===== src/rtl/shift_pkg.sv =====
// Shared definitions for the serial receive path: FSM state encoding and
// the bit-counter sizing helper.
package shift_pkg;

  typedef enum logic {
    IDLE  = 1'b0,
    SHIFT = 1'b1
  } rx_state_e;

  // Bits needed to count 0..width-1, never less than one.
  function automatic int cnt_width(input int width);
    int w;
    w = $clog2(width);
    return (w < 1) ? 1 : w;
  endfunction

endpackage


===== src/rtl/sipo_shreg.sv =====
// Right-shifting capture register: new bits enter at the MSB so that the
// first bit of an LSB-first stream lands in bit 0 once the word is full.
module sipo_shreg
  import shift_pkg::*;
#(
  parameter int WIDTH = 16
) (
  input  logic             clk,
  input  logic             rst_n,
  input  logic             clr,
  input  logic             en,
  input  logic             sin,
  output logic [WIDTH-1:0] q
);

  logic [WIDTH-1:0] sh_q;
  logic [WIDTH-1:0] sh_d;

  always_comb begin
    sh_d = sh_q;
    if (clr) begin
      sh_d = '0;
    end else if (en) begin
      sh_d = {sin, sh_q[WIDTH-1:1]};
    end
  end

  always_ff @(posedge clk or negedge rst_n) begin
    if (!rst_n) begin
      sh_q <= '0;
    end else begin
      sh_q <= sh_d;
    end
  end

  assign q = sh_q;

endmodule


===== src/rtl/sipo_rx.sv =====
// Serial-in parallel-out receiver: start arms one frame of WIDTH LSB-first
// bits, gated by enable; completed words are held until acknowledged.
module sipo_rx
  import shift_pkg::*;
#(
  parameter int WIDTH = 16
) (
  input  logic             clk,
  input  logic             rst_n,
  input  logic             start,
  input  logic             enable,
  input  logic             sin,
  output logic [WIDTH-1:0] data_o,
  output logic             valid_o,
  input  logic             ack_i,
  output logic             busy_o,
  output logic             overrun_o
);

  localparam int            CW       = cnt_width(WIDTH);
  localparam logic [CW-1:0] CNT_LAST = CW'(WIDTH - 1);

  rx_state_e        state_q, state_d;
  logic [CW-1:0]    cnt_q, cnt_d;
  logic [WIDTH-1:0] data_q, data_d;
  logic             valid_q, valid_d;
  logic             ovr_q, ovr_d;

  logic [WIDTH-1:0] sh_q;
  logic [WIDTH-1:0] word;
  logic             sh_clr;
  logic             sh_en;
  logic             done;

  sipo_shreg #(
    .WIDTH(WIDTH)
  ) u_shreg (
    .clk  (clk),
    .rst_n(rst_n),
    .clr  (sh_clr),
    .en   (sh_en),
    .sin  (sin),
    .q    (sh_q)
  );

  // The completing bit is folded in here so the word is captured on the
  // same edge that the last bit is sampled.
  assign word = {sin, sh_q[WIDTH-1:1]};

  always_comb begin
    state_d = state_q;
    cnt_d   = cnt_q;
    sh_clr  = 1'b0;
    sh_en   = 1'b0;
    done    = 1'b0;
    case (state_q)
      IDLE: begin
        if (start) begin
          state_d = SHIFT;
          cnt_d   = '0;
          sh_clr  = 1'b1;
        end
      end
      SHIFT: begin
        // A restart wins over a completing bit in the same cycle.
        if (start) begin
          cnt_d  = '0;
          sh_clr = 1'b1;
        end else if (enable) begin
          sh_en = 1'b1;
          if (cnt_q == CNT_LAST) begin
            done    = 1'b1;
            state_d = IDLE;
            cnt_d   = '0;
          end else begin
            cnt_d = cnt_q + CW'(1);
          end
        end
      end
    endcase
  end

  always_comb begin
    data_d  = data_q;
    valid_d = valid_q;
    ovr_d   = ovr_q;
    if (done) begin
      if (!valid_q || ack_i) begin
        data_d  = word;
        valid_d = 1'b1;
        if (valid_q) begin
          ovr_d = 1'b0;
        end
      end else begin
        ovr_d = 1'b1;
      end
    end else if (valid_q && ack_i) begin
      valid_d = 1'b0;
      ovr_d   = 1'b0;
    end
  end

  always_ff @(posedge clk or negedge rst_n) begin
    if (!rst_n) begin
      state_q <= IDLE;
      cnt_q   <= '0;
      data_q  <= '0;
      valid_q <= 1'b0;
      ovr_q   <= 1'b0;
    end else begin
      state_q <= state_d;
      cnt_q   <= cnt_d;
      data_q  <= data_d;
      valid_q <= valid_d;
      ovr_q   <= ovr_d;
    end
  end

  assign data_o    = data_q;
  assign valid_o   = valid_q;
  assign busy_o    = (state_q == SHIFT);
  assign overrun_o = ovr_q;

endmodule


===== config.mk =====
export PLATFORM = sky130hd
export DESIGN_NAME = sipo_rx
export DESIGN_NICKNAME = d
export VERILOG_FILES = /design/src/rtl/shift_pkg.sv /design/src/rtl/sipo_shreg.sv /design/src/rtl/sipo_rx.sv
export SDC_FILE = /design/constraint.sdc
export NUM_CORES = 1
export LEC_CHECK = 0
export ABC_AREA = 1
export ABC_CLOCK_PERIOD_IN_PS = 1760
export CORE_ASPECT_RATIO = 2
export CORE_MARGIN = 1.5
export CORE_UTILIZATION = 35
export DETAILED_ROUTE_END_ITERATION = 8
export MAX_ROUTING_LAYER = met4
export PLACE_DENSITY_LB_ADDON = 0.1
export SYNTH_ARGS = -nofsm -noshare
export SYNTH_HDL_FRONTEND = slang
export SYNTH_SLANG_ARGS = --single-unit
export TNS_END_PERCENT = 1

===== constraint.sdc =====
create_clock -name clk -period 1.76 [get_ports clk]
set_clock_uncertainty 0.15 [all_clocks]
set_input_delay 0.352 -clock clk [delete_from_list [all_inputs] [get_ports clk]]
set_output_delay 0.352 -clock clk [all_outputs]
set_load 0.02 [all_outputs]

[Yosys cells after proc, flatten, opt, wreduce, memory -nomap -nowiden]
Cells that the tools add are included.
Cells by class
  $add $sub $neg: 1
  equal/unequal tests: 5
  multiplexer cells: 25
  bitwise operators: 1
  reduce and logical (&&, ||, !) cells: 9
Operators with widths (count)
  16-bit two-way mux: 2
  1-bit two-way mux: 17
  4-bit two-way mux: 4
  4-bit case mux with 2 select lines: 1
  2-bit AND reduction: 4
  3-bit inequality test, second input constant: 2
  4-bit by 1-bit adder with 4-bit output, second input constant: 1
  4-bit equality test, second input constant: 1
  2-bit nonzero test: 2
  2-bit by 1-bit inequality test with 1-bit output, second input constant: 1
  2-bit inequality test, second input constant: 1
  1-bit case mux with 2 select lines: 1
  1-bit logical AND: 1
  1-bit zero test: 1
  1-bit logical OR: 1
  1-bit inverter: 1
Storage, ports and cells
  bits in registers: 39
  input bits: 6

[Depth between registers and ports, before layout]
Gate-level depths: netlist of the first run.
  word-level depth: 7
  gate-level depth with buffers: 7
  gate-level depth less buffers: 6

[By module]
Synthesis of the first run repeated with hierarchy kept, for this count alone.
Second synthesis, totals
  cells, all modules: 182
  area, all modules: 1667.8 sq um
Modules (own cells, without submodules)
  sipo_rx: instances 1, cells an instance 112, area each 1017.2 sq um, seq. area each 575.6 sq um
  sipo_shreg: instances 1, cells an instance 70, area each 650.6 sq um, seq. area each 400.4 sq um

[Worst setup path before layout of the first run]
OpenSTA, ideal clock, no wires.
  path type: reg2reg
  from: reg state_q, in the netlist busy_o
  to: reg data_q[0], in the netlist data_o[0]
  setup time: 117 ps
  data arrival time: 1184 ps
  required time: 1493 ps
  setup slack: 309 ps
  cell stages (with the launch flop): 7
  path through: dfrtp_1 > nand3_2 > nor2_8 > nand2_4 > buf_6 > nand2_1 > nand2_1
On the way
  cells in the longest elaborated chain, start to end: 2
Ends and longest elaborated chain
  start: declaration: line sipo_rx.sv:23  | rx_state_e state_q, state_d;
  start signal: assignment: line sipo_rx.sv:111  | state_q <= state_d;
  1-bit two-way mux: line sipo_rx.sv:56  | case (state_q)
  2-bit AND reduction (no source line)
  end signal: assignment: line sipo_rx.sv:113  | data_q <= data_d;
  end: declaration: line sipo_rx.sv:25  | logic [WIDTH-1:0] data_q, data_d;
Every way passes these cells.
A chain may end at the register's enable or synchronous reset.

[Worst setup path in the final report of the first run]
  from: reg state_q, in the netlist busy_o
  to: out busy_o
RTL lines
  end: declaration: line sipo_rx.sv:16  | output logic busy_o,
No word-level cell between the ends.

==> reports/metrics.csv, run 1 <==
metric,value,unit
pre_cts_ws,-0.01646,ns
crit_family,flip-flops,
ff2ff_setup_slack,0.25,ns
grt_max_degree,19,
portBuffers,24,
cap_violations,0,
outcome,"finished, final reports clean",
path_buf_inv,1,
synth_area_leaders,"dfrtp_1 (61%), nand2_1 (11%), nand3_1 (8.1%)",
holdWs,0.3209,ns
fmax,647.1,MHz
relSlewSlack,72.40,%
grt_usage,16.85,%
critPathRequiredTime,1.26,ns
cts.htree.levels,2,
p_per_area,912.8,nW/µm²
combinationalPowerShare,4.4,%
cts_made_buffers,5,
core-area,4297,µm²
hold_viol,0,
total_power,1.880,mW
cts_root_buffer,clkbuf_8,
leakagePower,1.132,nW
critPathLaunchType,flop,
worstMarginPinSlew,0.4139,ns
synth-seq-cells,38,
drt-wirelength-per-cell,13.78,µm
mostFrequentLayoutCells,"nand2_1 (45), dfrtp_1 (38), nand3_1 (25)",
setup_slack,0.2147,ns
grt_pass1_vias,1308,
critPathKind,flop to primary output,
ys_types,20,
arrival,1.04,ns
period_needed,1.545,ns
yosys.area.top_type,dfrtp_1,
nFillCells,423,
syn-num-nets,167,
globalplace.congestion,0.7051,
finalSetupTns,0,ns
ant_nets,0,
yosysSeqAreaShare,61.44,%
switching_share,19.29,%
p_sw,0.3625,mW
timing.final.crit_share,87.80,%
die_w,50.02,µm
clkSinkCount,38,
antenna_found_initial,0,
clkTransAtPathRegs,0.08,ns
final_nets,205,
drc,0,
area_growth,33.06,%
postCtsSetupBuffers,0,
drt_pass1_iterations,4,
max_stage_delay,0.42,ns
path_cells,dlygate4sd2_1,
power.internal,1.517,mW
irDropWorstVdd,0.7179,mV
grt_overflow,0,
dp.cells,244,
worstSetupEndpointType,primary output,
power_frac_clock,48.5,%
ios,25,
totalWireLength,3486,µm
clk_path_buf_depth,2,
netlist_area,1548,µm²
diodes,0,
clock_latency,0.29,ns
synthCells,160,
maxSlewViolCount,0,
setup_violations,0,
worstPathMaxFanout,4,
synth.top_cell.area_share,61.44,%
synth.yosys.warnings,0,
initial_core_util,36.02,%
drt_iter0_drc,11,
die_area,4854,µm²
final_cells,253,
slowest_stage,dfrtp_1,
dp_hpwl,2451,µm
final_common_cell,nand2_1,
rsz0062_at_grt,false,
vias_per_cell,4.874,
die_y,97.04,µm
rows,34,
vias,1233,
power_frac_seq,47.1,%
grt_first_pass_wirelength,6037,µm
worst_hold_path_type,flop to flop,
cts_tree,yes,
drive_gt1_share,13.07,%
post_synth.cell_area_avg,9.673,µm²
## cells in the mapped netlist
library cell / n
nand3_1: 25
nor2_1: 3
nand3_2: 1
buf_2: 1
buf_6: 1
or2_2: 1
nor2_8: 1
nand3_4: 1
nand2_1: 45
nand2_4: 1
o21ai_0: 3
a21oi_1: 1
nand4_1: 1
inv_1: 19
o22ai_1: 13
clkbuf_1: 2
dfrtp_1: 38
inv_2: 1
buf_4: 1
ha_1: 1
## cell type report
type,instances,area (µm²),share of cell area (%)
timing repair buffer,36,332.8,16.16
clock buffer,6,82.58,4.010
clock inverter,2,60.06,2.916
multi-input combinational,97,490.5,23.82
sequential,38,950.9,46.17
inverter,20,75.07,3.645
tap,54,67.56,3.281
## metal layers
layer | GRT usage, % | vias to the layer above | part of all wire (%)
met5 | - | - | 0
met4 | 8.333 | 0 | 2.4
met3 | 3.241 | 7 | 2.4
met2 | 28.24 | 21 | 55
met1 | 18.44 | 610 | 40
li1 | - | 595 | -
## worst paths after layout
| check | startpoint | end | cells after the start |
|---|---|---|---|
| hold / removal | data_o[15] | data_o[15] | 2 |
| setup reg to reg | cnt_q[0] | data_o[6] | 6 |
| hold reg to reg | data_o[15] | data_o[15] | 2 |
| setup / recovery | busy_o | busy_o | 1 |
| min in group asynchronous | rst_n | cnt_q[2] | 2 |
| max in group asynchronous | rst_n | data_o[6] | 3 |
## what timing repair did
| item | in CTS | in global routing |
|---|---|---|
| hold buffers | 1 | 0 |
| gates resized for setup | 18 | 1 |
| endpoints found under the setup margin | 18 | 1 |
| hold endpoints to repair | 16 | 0 |
## logic make-up after synthesis
logic type	share of synthesized area, %
AO/OA/AOI/OAI	6.548
adder cells (fa/ha/maj)	0.8083
buffers and inverters	6.871
AND/OR/NAND/NOR	24.33
flip-flops	61.44
## sequential cells by signal, indices dropped and copies added, names as in the netlist
name	flops
cnt_q	4
busy_o	1
valid_o	1
overrun_o	1
data_o	16
u_shreg.q	15
## stage by stage
stage	utilization (%)	area, µm²
5_1_grt	47.93	2059
3_5_place_dp	44.85	1927
4_1_cts	47.87	2057
6_report	47.93	2059
2_1_floorplan	-	1548
3_3_place_gp	44.85	1927
## power groups by stage
stage | clock, mW | combinational, mW | sequential [mW]
final | 0.911 | 0.0834 | 0.885
after global routing | 0.971 | 0.0936 | 0.886
after CTS | 0.944 | 0.0859 | 0.885
after detailed placement | 0 | 0.0833 | 0.902
after global placement | 0 | 0.0817 | 0.902
after floorplan | 0 | 0.0280 | 0.901
(Power assumes the default switching activity.)
==> inputs of run 2 (changes only) <==
--- a/config.mk
+++ b/config.mk
@@ -10,9 +10,10 @@
 export CORE_ASPECT_RATIO = 2
 export CORE_MARGIN = 1.5
 export CORE_UTILIZATION = 35
+export CTS_CLUSTER_DIAMETER = 150
 export DETAILED_ROUTE_END_ITERATION = 8
-export MAX_ROUTING_LAYER = met4
 export PLACE_DENSITY_LB_ADDON = 0.1
+export SETUP_SLACK_MARGIN = 0.02
 export SYNTH_ARGS = -nofsm -noshare
 export SYNTH_HDL_FRONTEND = slang
 export SYNTH_SLANG_ARGS = --single-unit
==> reports/metrics.csv, run 2 (synthesized netlist as in run 1, its figures left out) <==
metric,value,unit,change
rows,34,,unchanged
path_buf_inv,1,,unchanged
power.internal,1.517,mW,unchanged
worst_hold_path_type,flop to flop,,
cts_root_buffer,clkbuf_8,,
die_w,50.02,µm,unchanged
outcome,"finished, final reports clean",,
initial_core_util,36.02,%,unchanged
clkTransAtPathRegs,0.08,ns,about the same
cts_tree,yes,,
irDropWorstVdd,0.7179,mV,about the same
antenna_found_initial,0,,unchanged
drc,0,,unchanged
combinationalPowerShare,4.4,%,about the same
worstPathMaxFanout,4,,unchanged
crit_start,busy_o,,
leakagePower,1.118,nW,-1.2%
setup_slack,0.2147,ns,-0.00002700 ns
endpoint,busy_o,,
drt-wirelength-per-cell,13.77,µm,about the same
ios,25,,unchanged
mostFrequentLayoutCells,"nand2_1 (45), dfrtp_1 (38), nand3_1 (25)",,
totalWireLength,3484,µm,about the same
timing.final.crit_share,87.80,%,about the same
cp.depth,1,,unchanged
path_cells,dlygate4sd2_1,,
area_growth,32.82,%,
clock_latency,0.29,ns,about the same
grt_pass1_vias,1308,,unchanged
worstSetupEndpointType,primary output,,
ant_nets,0,,unchanged
die_y,97.04,µm,unchanged
vias,1233,,unchanged
globalplace.congestion,0.6976,,-1.1%
clk_path_buf_depth,2,,unchanged
total_power,1.880,mW,about the same
max_stage_delay,0.42,ns,about the same
cts_made_buffers,5,,unchanged
largest_reg_flops,16,,unchanged
period_needed,1.545,ns,+0.00002700 ns
drive_gt1_share,13.07,%,unchanged
ff2ff_setup_slack,0.25,ns,about the same
switching_share,19.29,%,about the same
drt_iter0_drc,11,,unchanged
reg2regPathDepth,6,,unchanged
critPathLaunchType,flop,,
diodes,0,,unchanged
relSlewSlack,72.44,%,about the same
dp.cells,244,,unchanged
final_nets,205,,unchanged
p_per_area,914.5,nW/µm²,+0.18%
slowest_stage,dfrtp_1,,
critical_path.reg2reg.endpoint,data_o[6],,
fmax,647.1,MHz,about the same
drt_pass1_iterations,4,,unchanged
rsz0062_at_grt,false,,
power_frac_clock,48.5,%,about the same
final_core_util,47.85,%,-0.087 points
dp_hpwl,2451,µm,unchanged
grt_usage,16.40,%,-0.45 points
critPathKind,flop to primary output,,
worstMarginPinSlew,0.4134,ns,-0.0005891 ns
core-area,4297,µm²,unchanged
grt_overflow,0,,unchanged
cap_violations,0,,unchanged
clkSinkCount,38,,unchanged
postCtsSetupBuffers,0,,unchanged
r2r_start,cnt_q[0],,
grt_max_degree,19,,unchanged
maxSlewViolCount,0,,unchanged
holdWs,0.3209,ns,unchanged
min_delay_path_depth,2,,unchanged
grt_first_pass_wirelength,6037,µm,unchanged
final_cells,253,,unchanged
hold_viol,0,,unchanged
crit_family,flip-flops,,
critPathRequiredTime,1.26,ns,about the same
setup_violations,0,,unchanged
power_frac_seq,47.1,%,about the same
die_area,4854,µm²,unchanged
final_common_cell,nand2_1,,
arrival,1.04,ns,about the same
portBuffers,24,,unchanged
cts.htree.levels,2,,unchanged
vias_per_cell,4.874,,unchanged
pre_cts_ws,-0.01646,ns,unchanged
p_sw,0.3626,mW,about the same
## run 2: cell type report
class | instances | area (µm²)
Sequential cell | 38 | 950.9
Multi-Input combinational cell | 97 | 490.5
Clock inverter | 2 | 60.06
Clock buffer | 6 | 82.58
Tap cell | 54 | 67.56
Fill cell | 425 | 2241
Timing Repair Buffer | 36 | 329.1
Inverter | 20 | 75.07
## run 2: repair_timing
item	CTS	global route
endpoints found under the hold margin	16	0
hold buffers	1	0
resized for setup	19	0
endpoints found under the setup margin	19	0
## run 2: layer usage
metal	wire [µm]	GRT usage, %	vias to the layer above
met5	0	0	-
met1	1382	18.44	610
li1	-	-	595
met4	84	8.333	0
met3	85	3.241	7
met2	1932	28.24	21
## run 2: worst min-delay path by stage
stage / from / endpoint / slack [ns]
after floorplan: rst_n / busy_o / -0.09
after global placement: rst_n / cnt_q[2] / 0.15
after detailed placement: rst_n / cnt_q[3] / 0.16
after CTS: data_o[1] / data_o[1] / 0.33
after global routing: data_o[13] / data_o[13] / 0.35
final: data_o[15] / data_o[15] / 0.32
## run 2: tightest hold or removal path: stages, from the launching register on
cell and delay (ns):
dfrtp_1 0.35, nand2_1 0.05, nand2_1 0.04
## run 2: through the flow
step | setup TNS (ns) | area [µm²]
3_3_place_gp | 0 | 1927
6_report | 0 | 2056
3_5_place_dp | -0.02608 | 1927
2_1_floorplan | 0 | 1548
5_1_grt | 0 | 2056
4_1_cts | 0 | 2056
## run 2: power groups by stage
| stage | clock, mW | combinational [mW] | sequential [mW] |
|---|---|---|---|
| after floorplan | 0 | 0.0280 | 0.901 |
| after global placement | 0 | 0.0817 | 0.902 |
| after detailed placement | 0 | 0.0833 | 0.902 |
| after global routing | 0.971 | 0.0936 | 0.886 |
| final | 0.911 | 0.0834 | 0.885 |
| after CTS | 0.944 | 0.0859 | 0.885 |
==> inputs of run 3 (changes only) <==
--- a/config.mk
+++ b/config.mk
@@ -6,7 +6,7 @@
 export NUM_CORES = 1
 export LEC_CHECK = 0
 export ABC_AREA = 1
-export ABC_CLOCK_PERIOD_IN_PS = 1760
+export ABC_CLOCK_PERIOD_IN_PS = 1950
 export CORE_ASPECT_RATIO = 2
 export CORE_MARGIN = 1.5
 export CORE_UTILIZATION = 35
==> constraint.sdc (replaced) <==
create_clock -name clk -period 1.95 [get_ports clk]
set_clock_uncertainty 0.15 [all_clocks]
set_input_delay 0.39 -clock clk [delete_from_list [all_inputs] [get_ports clk]]
set_output_delay 0.39 -clock clk [all_outputs]
set_load 0.02 [all_outputs]
==> reports/metrics.csv, run 3 (synthesized netlist as in run 1, its figures left out) <==
metric,value,unit,change
outcome,finished with violations,,
dp.cells,241,,-1.2%
cts_root_buffer,clkbuf_8,,
ff2ff_setup_slack,0.43,ns,+0.18 ns
holdWs,-0.01031,ns,-0.3312 ns
postCtsHoldBufs,0,,-1
rows,34,,unchanged
worstSetupEndpointType,primary output,,
setup_violations,0,,unchanged
pre_cts_ws,0.07270,ns,+0.08916 ns
power.internal,1.363,mW,-10%
maxSlewViolCount,0,,unchanged
dp_hpwl,2322,µm,-5.3%
vias_per_cell,4.799,,-1.5%
dpl_cell_area,1892,µm²,-1.8%
fmax,543.4,MHz,
final_cells,249,,-1.6%
worst_hold_path_type,primary input to asynchronous set/reset pin,,
drive_gt1_share,11.79,%,-1.3 points
portBuffers,24,,unchanged
timing.final.crit_share,94.38,%,
total_power,1.688,mW,-10%
wl_met3,114,µm,+34%
cts.htree.levels,2,,unchanged
cap_violations,0,,unchanged
grt_first_pass_wirelength,5664,µm,-6.2%
critPathRequiredTime,1.41,ns,+0.15 ns
critical_path.reg2reg.endpoint,data_o[8],,
area_growth,31.45,%,
ant_nets,0,,unchanged
final_common_cell,nand2_1,,
globalplace.congestion,0.7641,,+9.5%
totalWireLength,3278,µm,-5.9%
vias,1195,,-3.1%
period_needed,1.840,ns,
reg2regPathDepth,6,,unchanged
cts_made_buffers,5,,unchanged
worstMarginPinSlew,0.4703,ns,+0.05698 ns
drc,0,,unchanged
power_frac_seq,47.3,%,+0.2 points
worstPathMaxFanout,4,,unchanged
crit_family,buffers and inverters,,
clock_latency,0.28,ns,about the same
dr_wl_met2,1749,µm,-9.5%
ios,25,,unchanged
grt_pass1_vias,1225,,-6.3%
clkSinkCount,38,,unchanged
largest_reg_flops,16,,unchanged
diodes,0,,unchanged
grt_overflow,0,,unchanged
rsz0062_at_grt,false,,
max_stage_delay,0.62,ns,+0.20 ns
critPathLaunchType,flop,,
cts_resized,0,,-19
critPathKind,flop to primary output,,
failed_checks,hold timing,,
drt-wirelength-per-cell,13.16,µm,-4.4%
p_per_area,829.9,nW/µm²,-9.2%
antenna_found_initial,0,,unchanged
die_area,4854,µm²,unchanged
irDropWorstVdd,0.5820,mV,-19%
die_y,97.04,µm,unchanged
grt_max_degree,39,,+20
cp.depth,1,,unchanged
combinationalPowerShare,4.0,%,-0.4 points
drt_iter0_drc,14,,+3
core-area,4297,µm²,unchanged
path_cells,clkdlybuf4s50_1,,
clk_path_buf_depth,2,,unchanged
wl_met1,1330,µm,-3.8%
final_area,2034,µm²,-1.0%
switching_share,19.27,%,-0.020 points
drt_pass1_iterations,4,,unchanged
mostFrequentLayoutCells,"nand2_1 (45), dfrtp_1 (38), nand3_1 (25)",,
path_buf_inv,1,,unchanged
relSlewSlack,68.64,%,-3.8 points
slowest_stage,clkdlybuf4s50_1,,
cts_tree,yes,,
highest_layer,met4,,
grt_usage,15.39,%,-1.0 points
hold_viol,24,,+24
p_sw,0.3253,mW,-10%
postCtsSetupBuffers,0,,unchanged
clkTransAtPathRegs,0.07,ns,about the same
power_frac_clock,48.7,%,+0.2 points
r2r_start,cnt_q[0],,
leakagePower,1.019,nW,-8.9%
setup_slack,0.1096,ns,-0.1051 ns
initial_core_util,36.02,%,unchanged
finalSetupTns,0,ns,unchanged
die_w,50.02,µm,unchanged
arrival,1.30,ns,+0.26 ns
final_nets,201,,-2.0%
## run 3: changes by cell type in the layout (fill, tap and decap cells not counted), sizes merged
cell           change
dlygate4sd2       -19
dlygate4sd3        -1
buf                -3
clkdlybuf4s50     +19
## run 3: worst max path at each step
stage                     startpoint   endpoint
final                         busy_o     busy_o
after global routing          busy_o     busy_o
after CTS                     busy_o     busy_o
after detailed placement       start  data_o[8]
after global placement         start  data_o[8]
after floorplan               busy_o  data_o[0]
## run 3: per-stage QoR
step | hold slack (ns) | utilization (%)
after floorplan | -0.05559 | -
after global placement | 0.3069 | 44.03
after detailed placement | 0.3084 | 44.03
after CTS | 0.007924 | 47.35
after global routing | 0.01971 | 47.35
final | -0.01031 | 47.35
## run 3: layer usage
layer	up-vias	track usage [%]
li1	585	-
met1	575	17.42
met3	8	4.475
met2	27	25.71
met5	-	0
met4	0	7.265
## run 3: cell type report
| type | instances | area, µm² |
|---|---|---|
| fill | 408 | 2262 |
| sequential | 38 | 950.9 |
| multi-input combinational | 97 | 490.5 |
| timing repair buffer | 32 | 307.8 |
| clock buffer | 6 | 82.58 |
| inverter | 20 | 75.07 |
| tap | 54 | 67.56 |
| clock inverter | 2 | 60.06 |
## run 3: worst reg2reg max path: stages (launching register included)
cell and delay (ns):
dfrtp_1 0.40, ha_1 0.24, nand3_4 0.14, nor2_8 0.18, nand2_4 0.15, nand2_1 0.09, nand2_1 0.07
## run 3: power groups by stage
stage / combinational (mW) / clock, mW / sequential, mW
finish: 0.0669 / 0.822 / 0.799
global route: 0.0761 / 0.877 / 0.800
CTS: 0.0694 / 0.843 / 0.799
detailed placement: 0.0687 / 0 / 0.815
global placement: 0.0671 / 0 / 0.814
floorplan: 0.0253 / 0 / 0.813
